<file path="config.mk">
export PLATFORM = sky130hd
export DESIGN_NAME = seq_unsigned_divider
export DESIGN_NICKNAME = d
export VERILOG_FILES = /design/src/rtl/div_pkg.sv /design/src/rtl/div_step.sv /design/src/rtl/seq_unsigned_divider.sv
export SDC_FILE = /design/constraint.sdc
export NUM_CORES = 1
export LEC_CHECK = 0
export ABC_AREA = 0
export BUFFER_PORTS_ARGS = -buffer_cell sky130_fd_sc_hd__buf_4
export CAP_MARGIN = 20
export CELL_PAD_IN_SITES_DETAIL_PLACEMENT = 0
export CELL_PAD_IN_SITES_GLOBAL_PLACEMENT = 1
export CORE_MARGIN = 4
export CORE_UTILIZATION = 30
export CTS_CLUSTER_DIAMETER = 30
export CTS_CLUSTER_SIZE = 8
export DETAILED_ROUTE_END_ITERATION = 6
export GPL_TIMING_DRIVEN = 0
export PLACE_DENSITY_LB_ADDON = 0.1
export SLEW_MARGIN = 20
export SYNTH_ARGS = -nofsm -noshare
export SYNTH_HDL_FRONTEND = slang
export SYNTH_SLANG_ARGS = --single-unit
</file>
<file path="constraint.sdc">
create_clock -name clk -period 2.78 [get_ports clk]
set_input_delay 0.139 -clock clk [delete_from_list [all_inputs] [get_ports clk]]
set_output_delay 0.139 -clock clk [all_outputs]
set_load 0.02 [all_outputs]
</file>
<file path="src/rtl/div_pkg.sv">
// Shared definitions for the sequential unsigned divider.
//   div_state_t    : IDLE / RUN / DONE control states
//   cnt_width()    : width of the step counter for a WIDTH / BITS_PER_CYCLE pair
//   params_legal() : elaboration-time parameter check
package div_pkg;

   typedef enum logic [1:0] {
      IDLE = 2'd0,
      RUN  = 2'd1,
      DONE = 2'd2
   } div_state_t;

   // Counter must hold WIDTH/BITS_PER_CYCLE itself, hence the +1.
   function automatic int cnt_width(input int width, input int bpc);
      return $clog2(width / bpc + 1);
   endfunction

   function automatic bit params_legal(input int width, input int bpc);
      return (width >= 2) && (width <= 32) &&
             ((bpc == 1) || (bpc == 2) || (bpc == 4)) &&
             ((width % bpc) == 0);
   endfunction

endpackage

</file>
<file path="src/rtl/div_step.sv">
// One combinational restoring-division step.
//   a       : partial remainder A (WIDTH+1 bits)
//   divisor : divisor (WIDTH bits)
//   bit_in  : next dividend bit shifted into A
//   a_next  : partial remainder after shift and conditional subtract
//   q_bit   : quotient bit produced by this step
module div_step
   import div_pkg::*;
#(
   parameter int WIDTH = 8
) (
   input  logic [WIDTH:0]   a,
   input  logic [WIDTH-1:0] divisor,
   input  logic             bit_in,
   output logic [WIDTH:0]   a_next,
   output logic             q_bit
);

   logic [WIDTH:0] shifted;
   logic [WIDTH:0] diff;
   logic           unused_msb;

   // A < divisor between steps, so its MSB is always 0 and drops out of the shift.
   assign unused_msb = a[WIDTH];

   assign shifted = {a[WIDTH-1:0], bit_in};
   assign diff    = shifted - {1'b0, divisor};
   assign q_bit   = (shifted >= {1'b0, divisor});
   assign a_next  = q_bit ? diff : shifted;

endmodule

</file>
<file path="src/rtl/seq_unsigned_divider.sv">
// Multi-cycle restoring unsigned divider with valid/ready handshakes.
//   clk, rst           : clock, asynchronous active-high reset
//   in_valid/in_ready  : operand handshake (accepted only in IDLE)
//   dividend, divisor  : operands, sampled on the input handshake
//   out_valid/out_ready: result handshake (result held until taken)
//   quotient, remainder: result; all ones for both on a zero divisor
//   div_by_zero        : result came from a zero divisor
//   busy               : division in RUN or waiting in DONE
module seq_unsigned_divider
   import div_pkg::*;
#(
   parameter int WIDTH          = 8,
   parameter int BITS_PER_CYCLE = 1
) (
   input  logic             clk,
   input  logic             rst,
   input  logic             in_valid,
   output logic             in_ready,
   input  logic [WIDTH-1:0] dividend,
   input  logic [WIDTH-1:0] divisor,
   output logic             out_valid,
   input  logic             out_ready,
   output logic [WIDTH-1:0] quotient,
   output logic [WIDTH-1:0] remainder,
   output logic             div_by_zero,
   output logic             busy
);

   localparam int STEPS = WIDTH / BITS_PER_CYCLE;
   localparam int CW    = cnt_width(WIDTH, BITS_PER_CYCLE);

   if (!params_legal(WIDTH, BITS_PER_CYCLE)) begin : g_bad_params
      $error("seq_unsigned_divider: illegal WIDTH/BITS_PER_CYCLE combination");
   end

   div_state_t state, state_nxt;

   logic [WIDTH:0]          a_q;
   logic [WIDTH-1:0]        dvd_q;
   logic [WIDTH-1:0]        dvs_q;
   logic [WIDTH-1:0]        quo_q;
   logic [WIDTH-1:0]        rem_q;
   logic                    dbz_q;
   logic [CW-1:0]           cnt_q;
   logic [BITS_PER_CYCLE-1:0] q_bits;
   logic [WIDTH:0]          a_final;
   logic                    accept;
   logic                    last_step;

   assign accept    = in_valid && (state == IDLE);
   assign last_step = (state == RUN) && (cnt_q == CW'(1));

   // Chain of restoring steps; step k consumes dividend bit WIDTH-1-k and
   // yields quotient bit BITS_PER_CYCLE-1-k, so the first step is most significant.
   for (genvar k = 0; k < BITS_PER_CYCLE; k++) begin : g_step
      logic [WIDTH:0] a_in;
      logic [WIDTH:0] a_out;
      logic           q_bit;

      if (k == 0) begin : g_first
         assign a_in = a_q;
      end else begin : g_chain
         assign a_in = g_step[k-1].a_out;
      end

      div_step #(.WIDTH(WIDTH)) u_step (
         .a      (a_in),
         .divisor(dvs_q),
         .bit_in (dvd_q[WIDTH-1-k]),
         .a_next (a_out),
         .q_bit  (q_bit)
      );

      assign q_bits[BITS_PER_CYCLE-1-k] = q_bit;
   end

   assign a_final = g_step[BITS_PER_CYCLE-1].a_out;

   always_ff @(posedge clk or posedge rst) begin
      if (rst) begin
         state <= IDLE;
      end else begin
         state <= state_nxt;
      end
   end

   always_comb begin
      state_nxt = state;
      unique case (state)
         IDLE: begin
            if (in_valid) begin
               state_nxt = (divisor == '0) ? DONE : RUN;
            end
         end
         RUN: begin
            if (cnt_q == CW'(1)) begin
               state_nxt = DONE;
            end
         end
         DONE: begin
            if (out_ready) begin
               state_nxt = IDLE;
            end
         end
         default: state_nxt = IDLE;
      endcase
   end

   always_ff @(posedge clk or posedge rst) begin
      if (rst) begin
         a_q   <= '0;
         dvd_q <= '0;
         dvs_q <= '0;
         quo_q <= '0;
         rem_q <= '0;
         dbz_q <= 1'b0;
         cnt_q <= '0;
      end else if (accept) begin
         dvd_q <= dividend;
         dvs_q <= divisor;
         a_q   <= '0;
         if (divisor == '0) begin
            quo_q <= '1;
            rem_q <= '1;
            dbz_q <= 1'b1;
            cnt_q <= '0;
         end else begin
            quo_q <= '0;
            dbz_q <= 1'b0;
            cnt_q <= CW'(STEPS);
         end
      end else if (state == RUN) begin
         a_q   <= a_final;
         dvd_q <= dvd_q << BITS_PER_CYCLE;
         quo_q <= (quo_q << BITS_PER_CYCLE) | WIDTH'(q_bits);
         cnt_q <= cnt_q - CW'(1);
         if (last_step) begin
            rem_q <= a_final[WIDTH-1:0];
         end
      end
   end

   assign in_ready    = (state == IDLE);
   assign out_valid   = (state == DONE);
   assign busy        = (state != IDLE);
   assign quotient    = quo_q;
   assign remainder   = rem_q;
   assign div_by_zero = dbz_q;

endmodule

</file>
==> impl_metrics.csv <==
group,metric,value,unit
clock_tree,cts_tree,"yes",
route,drtAntennaViolNets,0,
floorplanning,initial_core_util,31.3,%
clock_tree,cts_max_level,2,
cells_and_area,antenna_cells,0,
cells_and_area,mostFrequentLayoutCell,"dfrtp_1",
floorplanning,core-area,0.00838,mm2
hold_path,hold_path.startpoint,"divisor[2]",
yosys,synthesis.nets,296,
critical_path,required,3020,ps
critical_path,crit_path_start_kind,"flop",
timing,setup_violations,0,
yosys,ys_ff_latch,47,
floorplanning,io_pins,40,
timing,worst_slack,383,ps
critical_path,cp-end-kind,"flop",
yosys,yosys_warnings,0,
route,drtIter0Drc,92,
clock_tree,insertion_delay,310,ps
timing,fin_crit,2400,ps
critical_path,rrSetupSlack,380,ps
route,firstDrtPassIters,4,
yosys,ys_types,61,
power_and_ir_drop,p_per_area,1390,mW/mm2
yosys,yosys.area.top_type_share,44.8,%
yosys,synth_enable_flop_cells,0,
route,wl,6920,um
floorplanning,fp.dieW,102,um
critical_path,reg2regPathDepth,9,
yosys,synth_area_leaders,"dfrtp_1, ha_1, o21ai_0",
yosys,synthArstFlopShare,100,%
grt,antenna_found_initial,0,
clock_tree,postCtsSetupRepairBufs,0,
cells_and_area,synthToLayoutAreaGrowth,21.7,%
run_status,outcome,"finished, final reports clean",
route,avgViaCountPerCell,5.16,
grt,grt_pass1_vias,2149,
timing,rsz0062_at_grt,"false",
grt,grt_pass1_wl,11500,um
yosys,seq_area_frac_synth,44.8,%
route,wire_per_inst,16.5,um
yosys,synthFlopType,"dfrtp_1",
yosys,netlist_area,0.00263,mm2
critical_path,worstPathArrival,2640,ps
grt,grt_max_degree,27,
power_and_ir_drop,leakage,1.45,nW
clock_tree,ctsHoldBuffers,1,
critical_path,worstPathMaxFanout,3,
yosys,synth_top_area_cell,"dfrtp_1",
cells_and_area,layout.nets,344,
yosys,synth_cells,265,
place,dp_hpwl,5250,um
grt,grt_usage,14.3,%
clock_tree,root_buffer,"clkbuf_8",
timing,finalSetupTns,0,ps
grt,grt.overflow.total,0,
timing,fmax,0.417,GHz
place,numPortBuffers,39,
critical_path,crit_start,"dvd_q[7]$_DFFE_PP0P_",
clock_tree,clock_path_buffers,2,
critical_path,crit_path_end,"a_q[6]$_DFFE_PP0P_",
route,drc,0,
cells_and_area,layout_common_cells,"dfrtp_1, buf_4, o21ai_0",
timing,min_period_over_period,86.2,%
cells_and_area,drive_gt1_share,22.9,%
yosys,syn_area_per_cell,9.91,um2
job,maxCapViolCount,0,
cells_and_area,fin_util,38.1,%
place,dp_slack,395,ps
clock_tree,numCtsBuffers,5,
clock_tree,clkSlewWorstSetupHoldPaths,110,ps
critical_path,r2r-end,"a_q[6]$_DFFE_PP0P_",
timing,skew,21.0,ps
clock_tree,clkSinkCount,47,
timing,maxSlewViolCount,0,
timing,tightest_slew,550,ps
cells_and_area,finalInstanceArea,0.00320,mm2
hold_path,min_path_type,"primary input to flop",
critical_path,critical_path_class,"flop to flop",
route,vias,2160,
timing,relSlewSlack,63.3,%
power_and_ir_drop,ir_worst_vdd,0.436,mV
floorplanning,dieArea,0.0103,mm2
clock_tree,post_cts_resized,0,
critical_path,regToRegStartpoint,"dvd_q[7]$_DFFE_PP0P_",
floorplanning,fp.dieH,102,um
place,place_area,0.00307,mm2
timing,final-hold-violation-count,0,
place,gp_congestion,0.740,
floorplanning,rows,33,
-- synth_stat cells (4+ instances only) --
master and instances:
a31oi_1 6, clkbuf_1 8, buf_2 4, and2_1 7, nand2_1 20, inv_1 15
ha_1 10, a21oi_1 15, o21ai_0 25, a221o_1 7, a22oi_1 7, and2b_1 6
o21ai_1 4, nand3_1 4, dfrtp_1 47, nor2_1 8, nor3_1 6
-- where the power goes --
group	switching, W	internal [W]
combinational	0.00154	0.00110
sequential	0.000258	0.00101
clock	0.000256	0.000271
total	0.00206	0.00237
-- how the worst min path moves through the flow --
stage / to / slack [ps] / depth (start not counted)
floorplan: dvs_q[1]$_DFFE_PP0P_ / 260 / 2
global placement: dvs_q[4]$_DFFE_PP0P_ / 360 / 3
detailed placement: remainder[7]$_DFFE_PP0P_ / 220 / 2
CTS: dvd_q[0]$_DFFE_PP0P_ / 40 / 2
global route: dvd_q[0]$_DFFE_PP0P_ / 40 / 2
finish: dvs_q[2]$_DFFE_PP0P_ / 50 / 3
-- area by class of cell --
type                    count  area (um2)
fillers                   838        5190
multi-input cells         188        1320
flip-flops and latches     47        1180
repair buffers             41         323
well taps                 105         131
plain buffers              15        76.3
clock buffers               5        68.8
inverters                  15        56.3
clock inverters             3        46.3
-- worst max-delay path, cell delays in order (launching register included) --
cell       delay [ps]
dfrtp_1           410
inv_1             170
ha_1              190
inv_1              50
fa_1              400
a211o_1           310
a2111oi_0         370
nand4b_1          180
o21ai_1           120
o21ai_0           150
-- stage by stage --
step	hold slack, ps	cells	total power (W)
after detailed placement	216	410	0.00393
after global routing	41.2	419	0.00489
final	50.5	419	0.00443
after floorplan	256	265	0.00314
after global placement	356	409	0.00392
after CTS	43.5	419	0.00448
-- routing by layer --
layer  global-route usage (%)  wire length, um  share of wire (%)
met5                        0                0                  0
met4                     3.07               47               0.68
met3                     2.82              328                4.7
met2                     20.7             3010                 43
met1                     21.9             3530                 51
-- sequential cells by signal (all words and copies together), names as in the netlist --
| name | cells |
|---|---|
| div_by_zero | 1 |
| dvd_q | 8 |
| state | 2 |
| quotient | 8 |
| cnt_q | 4 |
| remainder | 8 |
| a_q | 8 |
| dvs_q | 8 |
-- cells by family (layout without fill, tap and decap cells) --
group | after synthesis | in the layout | synth area share, %
muxes | 2 | 2 | 0.857
buffers and inverters | 30 | 79 | 5.05
DFF | 47 | 47 | 44.8
xor gates and xnor gates | 3 | 3 | 1.00
adders and majority gates | 11 | 11 | 5.53
and+or+nand+nor | 77 | 77 | 17.2
AOI/OAI and AO/OA | 95 | 95 | 25.6
Note: power is estimated with default switching activity, not from simulation.
